## config.mk

```make
export PLATFORM = sky130hd
export DESIGN_NAME = carrier_loop_filter
export DESIGN_NICKNAME = d
export VERILOG_FILES = /design/src/rtl/qam16_pkg.sv /design/src/rtl/lf_lock_det.sv /design/src/rtl/carrier_loop_filter.sv
export SDC_FILE = /design/constraint.sdc
export NUM_CORES = 1
export LEC_CHECK = 0
export CAP_MARGIN = 10
export CORE_UTILIZATION = 60
export DETAILED_ROUTE_END_ITERATION = 6
export PLACE_DENSITY = 0.82
export SETUP_SLACK_MARGIN = 0.4
export SLEW_MARGIN = 20
export SYNTH_ARGS = -nofsm -noshare
export SYNTH_HDL_FRONTEND = slang
export SYNTH_SLANG_ARGS = --single-unit
```

## constraint.sdc

```tcl
create_clock -name clk -period 7.26 [get_ports clk]
set_input_delay 2.178 -clock clk [delete_from_list [all_inputs] [get_ports clk]]
set_output_delay 2.178 -clock clk [all_outputs]
set_load 0.01 [all_outputs]
```

## src/rtl/qam16_pkg.sv

```systemverilog
// Shared definitions for the QAM16 carrier-recovery blocks: default widths,
// loop-filter FSM encoding and the symmetric saturation helper.
package qam16_pkg;

  localparam int unsigned PD_W_DEF  = 27;
  localparam int unsigned OUT_W_DEF = 32;

  // Working width of the saturation helper; every caller's sum must fit in it.
  localparam int unsigned SAT_W = 64;

  typedef enum logic [1:0] {
    StIdle = 2'd0,
    StAcc  = 2'd1,
    StUpd  = 2'd2
  } lf_state_e;

  // Clamp v to +/-(2^(w-1)-1). The range is symmetric so negating a clamped
  // value can never overflow downstream.
  function automatic logic signed [SAT_W-1:0] sat_sym(input logic signed [SAT_W-1:0] v,
                                                      input int unsigned              w);
    logic signed [SAT_W-1:0] lim;
    logic signed [SAT_W-1:0] res;
    lim = (64'sd1 <<< (w - 1)) - 64'sd1;
    res = v;
    if (v > lim) begin
      res = lim;
    end else if (v < -lim) begin
      res = -lim;
    end
    return res;
  endfunction

endpackage

```

## src/rtl/lf_lock_det.sv

```systemverilog
// Carrier lock detector: counts consecutive loop updates whose averaged error
// magnitude is under threshold and raises locked once enough have been seen.
module lf_lock_det
  import qam16_pkg::*;
#(
  parameter int unsigned PD_W     = PD_W_DEF,
  parameter int unsigned LOCK_THR = 64,
  parameter int unsigned LOCK_CNT = 4
) (
  input  logic                   clk,
  input  logic                   rst,
  input  logic                   clr,
  input  logic                   upd,
  input  logic signed [PD_W-1:0] err,
  output logic                   locked
);

  localparam int unsigned CNT_W = $clog2(LOCK_CNT + 1);

  logic [CNT_W-1:0] lock_cnt_q, lock_cnt_d;
  logic             locked_q, locked_d;
  logic [PD_W:0]    err_abs;
  logic             in_lock;

  // Magnitude carries one spare bit so the most negative error cannot wrap.
  always_comb begin
    err_abs = err[PD_W-1] ? -{err[PD_W-1], err} : {err[PD_W-1], err};
    in_lock = (err_abs < (PD_W + 1)'(LOCK_THR));
  end

  // Saturating in-lock run counter; one out-of-range update drops lock at once.
  always_comb begin
    lock_cnt_d = lock_cnt_q;
    locked_d   = locked_q;
    if (upd) begin
      if (in_lock) begin
        if (lock_cnt_q < CNT_W'(LOCK_CNT)) begin
          lock_cnt_d = lock_cnt_q + CNT_W'(1);
        end
        locked_d = (lock_cnt_d >= CNT_W'(LOCK_CNT));
      end else begin
        lock_cnt_d = '0;
        locked_d   = 1'b0;
      end
    end
  end

  // Lock state registers; clr behaves exactly like reset.
  always_ff @(posedge clk) begin
    if (!rst || clr) begin
      lock_cnt_q <= '0;
      locked_q   <= 1'b0;
    end else begin
      lock_cnt_q <= lock_cnt_d;
      locked_q   <= locked_d;
    end
  end

  assign locked = locked_q;

endmodule

```

## src/rtl/carrier_loop_filter.sv

```systemverilog
// PI loop filter for QAM16 carrier recovery. Integrates-and-dumps blocks of
// 2^DEC_LOG2 phase-error samples, then updates a saturating integrator and the
// NCO frequency word, and tracks carrier lock.
module carrier_loop_filter
  import qam16_pkg::*;
#(
  parameter int unsigned PD_W     = PD_W_DEF,
  parameter int unsigned OUT_W    = OUT_W_DEF,
  parameter int unsigned DEC_LOG2 = 3,
  parameter int unsigned K1_SH    = 4,
  parameter int unsigned K2_SH    = 10,
  parameter int unsigned LOCK_THR = 64,
  parameter int unsigned LOCK_CNT = 4
) (
  input  logic                    clk,
  input  logic                    rst,
  input  logic                    en,
  input  logic                    clr,
  input  logic signed [PD_W-1:0]  pd,
  input  logic                    pd_vld,
  output logic signed [OUT_W-1:0] freq,
  output logic                    freq_vld,
  output logic signed [PD_W-1:0]  err,
  output logic                    locked
);

  localparam int unsigned N     = 1 << DEC_LOG2;
  localparam int unsigned ACC_W = PD_W + DEC_LOG2;
  // Two guard bits over the wider operand: the PI sums can never wrap before saturation.
  localparam int unsigned SUM_W = ((OUT_W > PD_W) ? OUT_W : PD_W) + 2;
  localparam logic [DEC_LOG2-1:0] CNT_LAST = DEC_LOG2'(N - 1);

  lf_state_e               state_q, state_d;
  logic signed [ACC_W-1:0] acc_q, acc_d;
  logic [DEC_LOG2-1:0]     cnt_q, cnt_d;
  logic signed [OUT_W-1:0] integ_q, integ_d;
  logic signed [OUT_W-1:0] freq_q, freq_d;
  logic signed [PD_W-1:0]  err_q, err_d;
  logic                    freq_vld_q, freq_vld_d;
  logic                    upd;

  logic signed [ACC_W-1:0] pd_ext;
  logic signed [ACC_W-1:0] acc_sum;
  logic signed [PD_W-1:0]  acc_avg;
  logic signed [PD_W-1:0]  err_k1, err_k2;
  logic signed [SUM_W-1:0] integ_sum, freq_sum;
  logic signed [OUT_W-1:0] integ_n, freq_n;

  // Integrate-and-dump datapath; the accumulator is wide enough for a full block.
  always_comb begin
    pd_ext  = ACC_W'(pd);
    acc_sum = acc_q + pd_ext;
    acc_avg = PD_W'(acc_sum >>> DEC_LOG2);
  end

  // PI arithmetic on the latched block average; proportional path uses the new integrator.
  always_comb begin
    err_k1    = err_q >>> K1_SH;
    err_k2    = err_q >>> K2_SH;
    integ_sum = SUM_W'(integ_q) + SUM_W'(err_k2);
    integ_n   = OUT_W'(sat_sym(SAT_W'(integ_sum), OUT_W));
    freq_sum  = SUM_W'(integ_n) + SUM_W'(err_k1);
    freq_n    = OUT_W'(sat_sym(SAT_W'(freq_sum), OUT_W));
  end

  // Loop FSM: gather a block, spend one cycle updating, never drop a sample.
  always_comb begin
    state_d    = state_q;
    acc_d      = acc_q;
    cnt_d      = cnt_q;
    integ_d    = integ_q;
    freq_d     = freq_q;
    err_d      = err_q;
    freq_vld_d = 1'b0;
    upd        = 1'b0;
    unique case (state_q)
      StIdle: begin
        acc_d = '0;
        cnt_d = '0;
        if (en) begin
          state_d = StAcc;
        end
      end
      StAcc: begin
        if (!en) begin
          // Partial block is thrown away.
          state_d = StIdle;
          acc_d   = '0;
          cnt_d   = '0;
        end else if (pd_vld) begin
          if (cnt_q == CNT_LAST) begin
            err_d   = acc_avg;
            acc_d   = '0;
            cnt_d   = '0;
            state_d = StUpd;
          end else begin
            acc_d = acc_sum;
            cnt_d = cnt_q + DEC_LOG2'(1);
          end
        end
      end
      StUpd: begin
        upd        = 1'b1;
        integ_d    = integ_n;
        freq_d     = freq_n;
        freq_vld_d = 1'b1;
        if (!en) begin
          state_d = StIdle;
          acc_d   = '0;
          cnt_d   = '0;
        end else begin
          // A sample arriving now opens the next block.
          state_d = StAcc;
          acc_d   = pd_vld ? pd_ext : '0;
          cnt_d   = pd_vld ? DEC_LOG2'(1) : '0;
        end
      end
      default: begin
        state_d = StIdle;
        acc_d   = '0;
        cnt_d   = '0;
      end
    endcase
  end

  // State registers; clr restarts acquisition with the same state as reset.
  always_ff @(posedge clk) begin
    if (!rst || clr) begin
      state_q    <= StIdle;
      acc_q      <= '0;
      cnt_q      <= '0;
      integ_q    <= '0;
      freq_q     <= '0;
      err_q      <= '0;
      freq_vld_q <= 1'b0;
    end else begin
      state_q    <= state_d;
      acc_q      <= acc_d;
      cnt_q      <= cnt_d;
      integ_q    <= integ_d;
      freq_q     <= freq_d;
      err_q      <= err_d;
      freq_vld_q <= freq_vld_d;
    end
  end

  lf_lock_det #(
    .PD_W     (PD_W),
    .LOCK_THR (LOCK_THR),
    .LOCK_CNT (LOCK_CNT)
  ) u_lock_det (
    .clk    (clk),
    .rst    (rst),
    .clr    (clr),
    .upd    (upd),
    .err    (err_q),
    .locked (locked)
  );

  assign freq     = freq_q;
  assign freq_vld = freq_vld_q;
  assign err      = err_q;

endmodule

```

== Word-level counts from Yosys, hierarchy flattened ==
Index checks and enable logic that the tools add are counted.
Word-level totals
  output and inout port bits: 61
  input port bits: 32
  bits in registers: 131
Cells by class
  muxes and demuxes: 29
  $lt $le $gt $ge: 7
  $add $sub $neg: 6
  equal/unequal tests: 6
  reduce and logical (&&, ||, !) cells: 5
Operators with widths (count)
  $mux W30: 5
  $mux W32: 4
  $gt A33 B32 Y1 const B: 2
  $lt A33 B32 Y1 const B: 2
  $pmux W30 S2: 1
  $add A32 B17 Y33: 1
  $add A32 B23 Y33: 1
  $add A30 B27 Y30: 1
  $lt A28 B7 Y1 const B: 1
  $mux W28: 1
  $neg A28 Y28: 1
  $mux W3: 7
  $mux W2: 4
  $add A3 B1 Y3 const B: 2
  $ne A3 B3 Y1 const B: 2
  $pmux W2 S3: 1
  $pmux W3 S2: 1
  $mux W1: 5
  $reduce_and A4 Y1: 1
  $eq A3 B3 Y1 const B: 1
  $ge A3 B3 Y1 const B: 1
  $lt A3 B3 Y1 const B: 1
  $reduce_and A3 Y1: 1
  $eq A2 B1 Y1 const B: 1
  other kinds (5): 5

== Logic depth before layout (Yosys ltp) ==
Gate-level depths: netlist of the first run.
  depth after elaboration: 8
  gate-level depth with buffers: 28
  depth with buffers taken out: 25

== Hierarchy ==
A second synthesis of the first run with hierarchy kept.
Second synthesis, totals
  cell total of the unflattened synthesis: 1489
  area total of the unflattened synthesis: 11232.0 um^2
Modules (own cells, without submodules)
  carrier_loop_filter: seq. area each 2542.4 um^2, times used 1, area an instance 10447.5 um^2, cells each 1379
  lf_lock_det: seq. area each 60.1 um^2, times used 1, area an instance 784.5 um^2, cells each 110

== Least setup slack after synthesis of the first run ==
Ideal clock, no wire load.
  kind: flip-flop to flip-flop
  from: register err_q[26] (netlist: err[26])
  to: register freq_q[10] (netlist: freq[10])
  arrival time: 6657 ps
  path buffers: 2
  cell stages (with the launch flop): 26
  library setup time: 120 ps
  setup slack: 483 ps
  cells stage by stage: dfxtp_1 ha_1 buf_2 a21o_1 a21o_1 a211o_1 a221oi_1 a21o_1 o21ai_1 xor2_1 nor2_1 a31o_2 or3_1 ha_1 fa_1 a211oi_1 o21ai_0 a21oi_2 o31ai_4 nand4_1 a21oi_2 a311oi_2 or2_2 buf_2 nor3_1 a211o_1
Between the ends
  cells in the longest elaborated chain, start to end: 8
  elaborated cells between the ends (all ways): 10
  those cells by class: 2 x add/sub; 4 x order compare; 4 x mux
RTL lines
  start, declared: RTL line carrier_loop_filter.sv:38  | logic signed [PD_W-1:0] err_q, err_d;
  start signal, assigned: RTL line carrier_loop_filter.sv:142  | err_q <= err_d;
  $add A32 B17 Y33 (*): RTL line carrier_loop_filter.sv:60  | integ_sum = SUM_W'(integ_q) + SUM_W'(err_k2);
  $lt A33 B32 Y1: RTL line qam16_pkg.sv:27  | end else if (v < -lim) begin
  $mux W32: RTL line qam16_pkg.sv:27
  $mux W32 (*): RTL line qam16_pkg.sv:25  | if (v > lim) begin
  net integ_n[0]: RTL line carrier_loop_filter.sv:47  | logic signed [OUT_W-1:0] integ_n, freq_n;
  $add A32 B23 Y33 (*): RTL line carrier_loop_filter.sv:62  | freq_sum = SUM_W'(integ_n) + SUM_W'(err_k1);
  $lt A33 B32 Y1: RTL line qam16_pkg.sv:27
  $mux W32: RTL line qam16_pkg.sv:27
  $mux W32 (*): RTL line qam16_pkg.sv:25
  end signal, assigned: RTL line carrier_loop_filter.sv:141  | freq_q <= freq_d;
  end, declared: RTL line carrier_loop_filter.sv:37  | logic signed [OUT_W-1:0] freq_q, freq_d;
The timed path passes the listed nets; every way through them passes the cells marked *.
A chain may end at the register's enable or synchronous reset.

== Worst setup path in the final report of the first run ==
  from: register err_q[10] (netlist: err[10])
  to: register freq_q[29] (netlist: freq[29])
The elaborated chain is that of the path after synthesis.

==> impl_results.md, run 1 <==
- Number of synthesized flops with an enable pin: 0
- Clk sinks: 130
- Post-Syn Area: ~12,000 µm²
- Synth top area share: between 20 and 25%
- Layout area overhead: 18.1%
- Starting Density: around 62%
- Remaining Overflow, GRT: 0
- Nets@finish: 1,783
- Initial antenna violation count: 1
- WL final: around 39,000 µm
- Core Box Area: ~19,000 µm²
- CTS root buffer: clkbuf_16
- Worst setup path category: reg -> reg
- Gr usage total: around two fifths
- Power Density: 121 nW/µm²
- Clock insertion delay at the later pin of the skew report: 430 ps
- Share of cells above drive strength 1: around a tenth
- DP Area: 12,900 µm²
- Fmax achieved: 0.150 GHz
- IO Port Bufs: 92
- DRT antenna net count: 0
- CTS tree: built
- Clock slew at reported path FFs: roughly 60 ps
- Placed cells: 1,880
- Vias in the first global route: between 10k and 15k
- HP Class: reg -> reg
- Vias per cell: ~6.6
- Tot Pwr: 0.00165 W
- Status: complete, but fails checks
- Sequential fraction of the synthesis area: roughly 22%
- Worst slew pin tran: between 1000 and 1500 ps
- Clock buffer depth: 2
- Min cycle time layout: ~6600 ps
- # DRC: 2
- Drt pass-1 iters: 7
- Cell taking the most area after synthesis: dfxtp_1
- Slew headroom: between 30% and 40%
- Post-CTS Hold Fix Bufs: 0
- Avg WL per Cell: roughly 20 µm
- Design area: 13,700 µm²
- Vias: about 13k
- CP Capture Type: register
- Leakage: between 5 and 6 nW
- H-tree depth: 4
- Global-route wire length before repair: 61,300 µm
- Clock buffer count from CTS: 17
- Final Cycle Share: between 90% and 100%
- Hpwl dp: just under 30,000 µm
- Largest net degree at the start of global routing: 64
- Critical path launch point type: register
- Post-synth cell types: 93
- Synth area leaders: dfxtp_1 22%, ha_1 11%, a21oi_1 6.6%
- Post-synthesis async set-or-reset flop share: 0%
- Fin cells: 1,923
- Total number of yosys warnings: 0
- Required time worst endpoint: around 7600 ps
- Iter 0 DRT Violations: ~1.4k
- Die width: between 100 and 150 µm
- Gate Count Post-Synth: between 1.5k and 2k
- Slew Viols, Final: 0
- Failing checks: design-rule violations
- Post-synth top flop: dfxtp_1
- Layout Skew: 16.2 ps
- Final-report hold violation count: 0
- Mapped Nets: between 1.5k and 2k
- Final GP Congestion: 0.990
- Fillers: 1,488
- Endpoints failing setup: 0
- Number of max-cap violations: 0
- VDD IR-drop max: roughly 0.15 mV
- Die area: between 15,000 and 20,000 µm²
- # rows: 50
- Max FO, Critical Path: 18
- IO Count: 93
- Avg Cell Area, Syn: about 7.5 µm²
- Flops & latches, synth: between 100 and 150
- Die H: roughly 140 µm
- Critical Path AT: 7000 ps
- Setup TNS: 0 ps
- RSZ-0062 raised after global routing: yes
## layer usage
metal / vias to the layer above / wire length [µm] / share of wire [%] / GRT usage (%)
met5: - / 0 / 0 / 0
met4: 0 / 1050 / 2.7 / 14.3
met3: 104 / 4630 / 12 / 8.22
met2: 765 / 16400 / 42 / 58.0
met1: 5866 / 16800 / 43 / 54.4
li1: 6017 / - / - / -
## worst paths after layout
kind,endpoint,cells after the start,slack (ps),start
worst max-delay path,freq[29],27,610,err[10]
worst min-delay path,acc_q[23],2,460,acc_q[23]
worst max register to register,freq[29],27,610,err[10]
worst min register to register,acc_q[23],2,460,acc_q[23]
## kinds of logic (layout without fill, tap and decap cells)
kind of cell | count (synthesis) | count (layout) | synth area share [%]
muxes | 9 | 9 | 0.840
and+or+nand+nor | 550 | 550 | 23.2
DFF | 130 | 130 | 22.4
AOI/OAI and AO/OA | 566 | 566 | 32.3
buffers and inverters | 125 | 232 | 4.43
adders and majority gates | 110 | 110 | 11.9
other | 0 | 2 | 0
xor gates and xnor gates | 64 | 64 | 4.83
## flip-flops by register name, indices dropped and copies added (netlist names), 2 cells and up
signal and flops:
acc_q 30, freq 32, state_q 2, err 27, cnt_q 3, integ_q 32
u_lock_det.lock_cnt_q 2
## report_power, final
group / switching [W] / internal (W)
logic: 0.0000547 / 0.0000356
registers: 0.000000529 / 0.000714
clock network: 0.000336 / 0.000514
total: 0.000391 / 0.00126
## cell type report
| type | instances | area [µm²] | area share (%) |
|---|---|---|---|
| Sequential cell | 130 | 2610 | 19.0 |
| Antenna cell | 2 | 5.00 | 0.0365 |
| Inverter | 39 | 146 | 1.07 |
| Clock buffer | 23 | 458 | 3.34 |
| Timing Repair Buffer | 161 | 1460 | 10.6 |
| Clock inverter | 9 | 108 | 0.785 |
| Tap cell | 260 | 325 | 2.37 |
| Multi-Input combinational cell | 1299 | 8610 | 62.8 |
## synth_stat cells (all sizes together) (24+ instances only)
library cell / count
o311ai: 29
a21oi: 155
xnor2: 30
a21o: 43
nand2: 168
dfxtp: 130
inv: 39
xor2: 34
o21ai: 118
nor2: 140
nand4: 26
a31oi: 24
a22oi: 25
ha: 100
clkbuf: 64
nand3: 39
nor3: 46
## cell usage in the layout (no fill, tap or decap), drive strengths merged, types with 43 or more instances in the layout
cell type      instances
nand2                168
ha                   100
buf                   69
nor2                 140
a21o                  43
dfxtp                130
a21oi                155
o21ai                118
clkdlybuf4s50         92
nor3                  46
## critical path, cell delays in order (launching register included)
cell and delay (ps):
dfxtp_2 370, ha_1 250, inv_1 80, fa_1 220
nor2b_2 80, o31a_1 330, o31a_1 280, o31a_1 390
or3_1 360, a2111oi_1 430, nand4_1 200, nor2_1 180
a31o_4 240, buf_12 130, a21oi_1 50, ha_1 340
buf_4 140, and4_1 230, o21a_1 150, a21oi_2 80
o31ai_4 280, nand4_1 280, a21oi_4 260, a311oi_2 140
buf_6 200, or2_4 330, maj3_1 410, a21oi_1 160
## repair_timing
| action | in CTS | in global routing |
|---|---|---|
| pin swaps | 1 | 9 |
| endpoints found under the hold margin | 0 | 0 |
| cloned | 0 | 0 |
| resized for setup | 4 | 24 |
| endpoints found under the setup margin | 32 | 32 |
| setup buffers | 1 | 8 |
## per-stage QoR
step / setup slack, ps / hold WS (ps) / utilization (%)
2_1_floorplan: 483 / 429 / -
3_3_place_gp: 173 / 445 / 68.8
3_5_place_dp: 195 / 450 / 68.8
4_1_cts: 406 / 465 / 71.9
5_1_grt: 338 / 490 / 72.8
6_report: 614 / 459 / 72.8
Power figures use the tool's default switching activity.
==> run 2: changes to the inputs <==
--- a/config.mk
+++ b/config.mk
@@ -5,11 +5,12 @@
 export SDC_FILE = /design/constraint.sdc
 export NUM_CORES = 1
 export LEC_CHECK = 0
-export CAP_MARGIN = 10
-export CORE_UTILIZATION = 60
+export CORE_UTILIZATION = 66
 export DETAILED_ROUTE_END_ITERATION = 6
+export DONT_BUFFER_PORTS = 1
 export PLACE_DENSITY = 0.82
 export SETUP_SLACK_MARGIN = 0.4
+export SKIP_LAST_GASP = 1
 export SLEW_MARGIN = 20
 export SYNTH_ARGS = -nofsm -noshare
 export SYNTH_HDL_FRONTEND = slang
==> run 2 against run 1 <==
The run now ends clean. Combinational power fell by 26%. First-iteration DRC count fell by 13%. Highest routed layer unchanged. Clock power rose by 15%. Wire length fell by 0.35%. Sequential power barely moved. Maximum frequency rose by 0.33%. Critical path depth fell by 4.
==> impl_results.md, run 2 (synthesis gave the netlist of run 1 again) <==
- # DRC: 0 (-2)
- Vias in the first global route: 11.6k (-1.9%)
- Layout Skew: 12.4 ps (-3.72 ps)
- Post-layout util: 73.7% (+0.90 points)
- IO Count: 93 (unchanged)
- Power Density: 138 nW/µm² (+14%)
- Worst setup path category: reg -> reg
- CP Capture Type: register
- Min cycle time layout: 6620 ps (-22.1 ps)
- Die H: 135 µm (-4.6%)
- Global Route met1 Usage: 51.2% (-3.2 points)
- Share of cells above drive strength 1: 9.58% (about the same)
- VDD IR-drop max: 0.170 mV (+12%)
- RSZ-0062 raised after global routing: no
- Global-route wire length before repair: 60,200 µm (-1.8%)
- Number of max-cap violations: 0 (unchanged)
- Fin worst setup slack: 636 ps (+22.1 ps)
- Clock slew at reported path FFs: 70 ps (about the same)
- Largest net degree at the start of global routing: 68 (+6.3%)
- Die width: 135 µm (-4.6%)
- Worst slew pin tran: 1100 ps (+89.4 ps)
- GRT met3 Usage: 9.50% (+1.3 points)
- Post-CTS Hold Fix Bufs: 0 (unchanged)
- Nets@finish: 1,677 (-5.9%)
- Slew Viols, Final: 0 (unchanged)
- Die area: 18,100 µm² (-9.0%)
- Commonest non-fill, non-tap cells in the layout: 166 x nand2_1, 152 x a21oi_1, 136 x nor2_1, 129 x dfxtp_1, 115 x o21ai_0
- Top Usage Layer GRT: met2
- H-tree depth: 4 (unchanged)
- Clock insertion delay at the later pin of the skew report: 430 ps (about the same)
- IO Port Bufs: 0 (-100%)
- Placed cells: 1,739 (-7.5%)
- Core Box Area: 17,200 µm² (-8.5%)
- Clock buffer count from CTS: 17 (unchanged)
- HP Class: reg -> reg
- Hpwl dp: 28,200 µm (-2.1%)
- Remaining Overflow, GRT: 0 (unchanged)
- Setup TNS: 0 ps (unchanged)
- Final Cycle Share: 91.2% (-0.30 points)
- Drt pass-1 iters: 7 (unchanged)
- CTS tree: built
- Status: complete, no violations
- # rows: 48 (-4.0%)
- Gr usage total: 42.1% (+3.3 points)
- Vias per cell: 7.05 (+6.3%)
- Critical path launch point type: register
- DRT antenna net count: 0 (unchanged)
- Most common cell after layout, fill and taps aside: nand2_1
- Required time worst endpoint: 7620 ps (about the same)
- Endpoints failing setup: 0 (unchanged)
- Starting Density: 67.4% (+5.7 points)
- Initial antenna violation count: 0 (-1)
- Clock buffer depth: 2 (unchanged)
- Critical Path AT: 6990 ps (about the same)
- Clk sinks: 130 (unchanged)
- Layout area overhead: 9.46%
- Max FO, Critical Path: 14 (-4)
- Leakage: 5.44 nW (-5.9%)
- Fin cells: 1,780 (-7.4%)
- Final-report hold violation count: 0 (unchanged)
- Fmax achieved: 0.151 GHz (+0.33%)
- Iter 0 DRT Violations: 1,196 (-13%)
- WL final: 38,700 µm (-0.35%)
- Avg WL per Cell: 21.7 µm (+7.7%)
- Final GP Congestion: 0.997 (+0.71%)
- N_diodes: 0 (-2)
- GRT met2 Usage: 68.1% (+10 points)
- Place WS: 353 ps (+158 ps)
- Vias: 12.5k (-1.6%)
- Slew headroom: 26.7% (-6.0 points)
- CTS root buffer: clkbuf_16
-- run 2: changes by cell type in the layout (fill, tap and decap cells not counted), sizes merged --
cell,change
clkdlybuf4s50,-92
diode,-2
bufinv,+2
clkbuf,-4
inv,+4
buf,-14
clkinv,-2
-- run 2: final timing paths --
check,endpoint,slack [ps],start,depth (start not counted)
setup reg to reg,freq[0],640,err[26],23
hold reg to reg,acc_q[22],460,acc_q[22],2
setup / recovery,freq[0],640,err[26],23
hold / removal,acc_q[22],460,acc_q[22],2
-- run 2: through the flow --
stage	hold slack (ps)	cell area [µm²]	power (W)
floorplan	429	11600	0.000779
global placement	440	11900	0.000793
detailed placement	450	11900	0.000794
CTS	463	12600	0.00175
global route	490	12700	0.00178
finish	458	12700	0.00175
-- run 2: power breakdown --
| group | leakage, nW | switching, W | internal [W] |
|---|---|---|---|
| sequential | 1.05 | 0.000000527 | 0.000713 |
| clock | 0.305 | 0.000383 | 0.000591 |
| combinational | 4.09 | 0.0000458 | 0.0000209 |
-- run 2: area by class of cell --
class / instances / area (µm²)
fillers: 1410 / 4530
clock inverters: 13 / 196
clock buffers: 19 / 443
flip-flops and latches: 130 / 2610
repair buffers: 55 / 433
inverters: 39 / 146
well taps: 225 / 282
multi-input cells: 1299 / 8600
-- run 2: timing repair --
action                                  in CTS  in global routing
gates resized for setup                      4                 18
buffers inserted                             0                  9
endpoints found under the setup margin      22                 32
pin swaps                                    2                  5
-- run 2: worst max-delay path: stages, from the launching register on --
cell,delay (ps)
dfxtp_4,410
ha_1,450
a21o_1,270
a21o_1,190
a211o_1,320
a221oi_2,340
a21o_1,270
o21ai_1,110
xor2_1,270
nor2_1,160
a31o_4,280
or3_1,370
ha_1,240
fa_1,420
a211oi_1,310
o21bai_1,160
a2111oi_0,540
nor3_1,140
nor4b_1,260
nor4b_1,350
nand4_1,150
nor4_1,190
nand4b_1,180
a21oi_1,160
-- run 2: layer usage --
layer  up-vias  wire [µm]  share of wire (%)
met5         -          0                  0
met4         0       2260                5.8
met3       153       3520                9.1
met2       692      17600                 46
met1      5891      15300                 39
li1       5810          -                  -
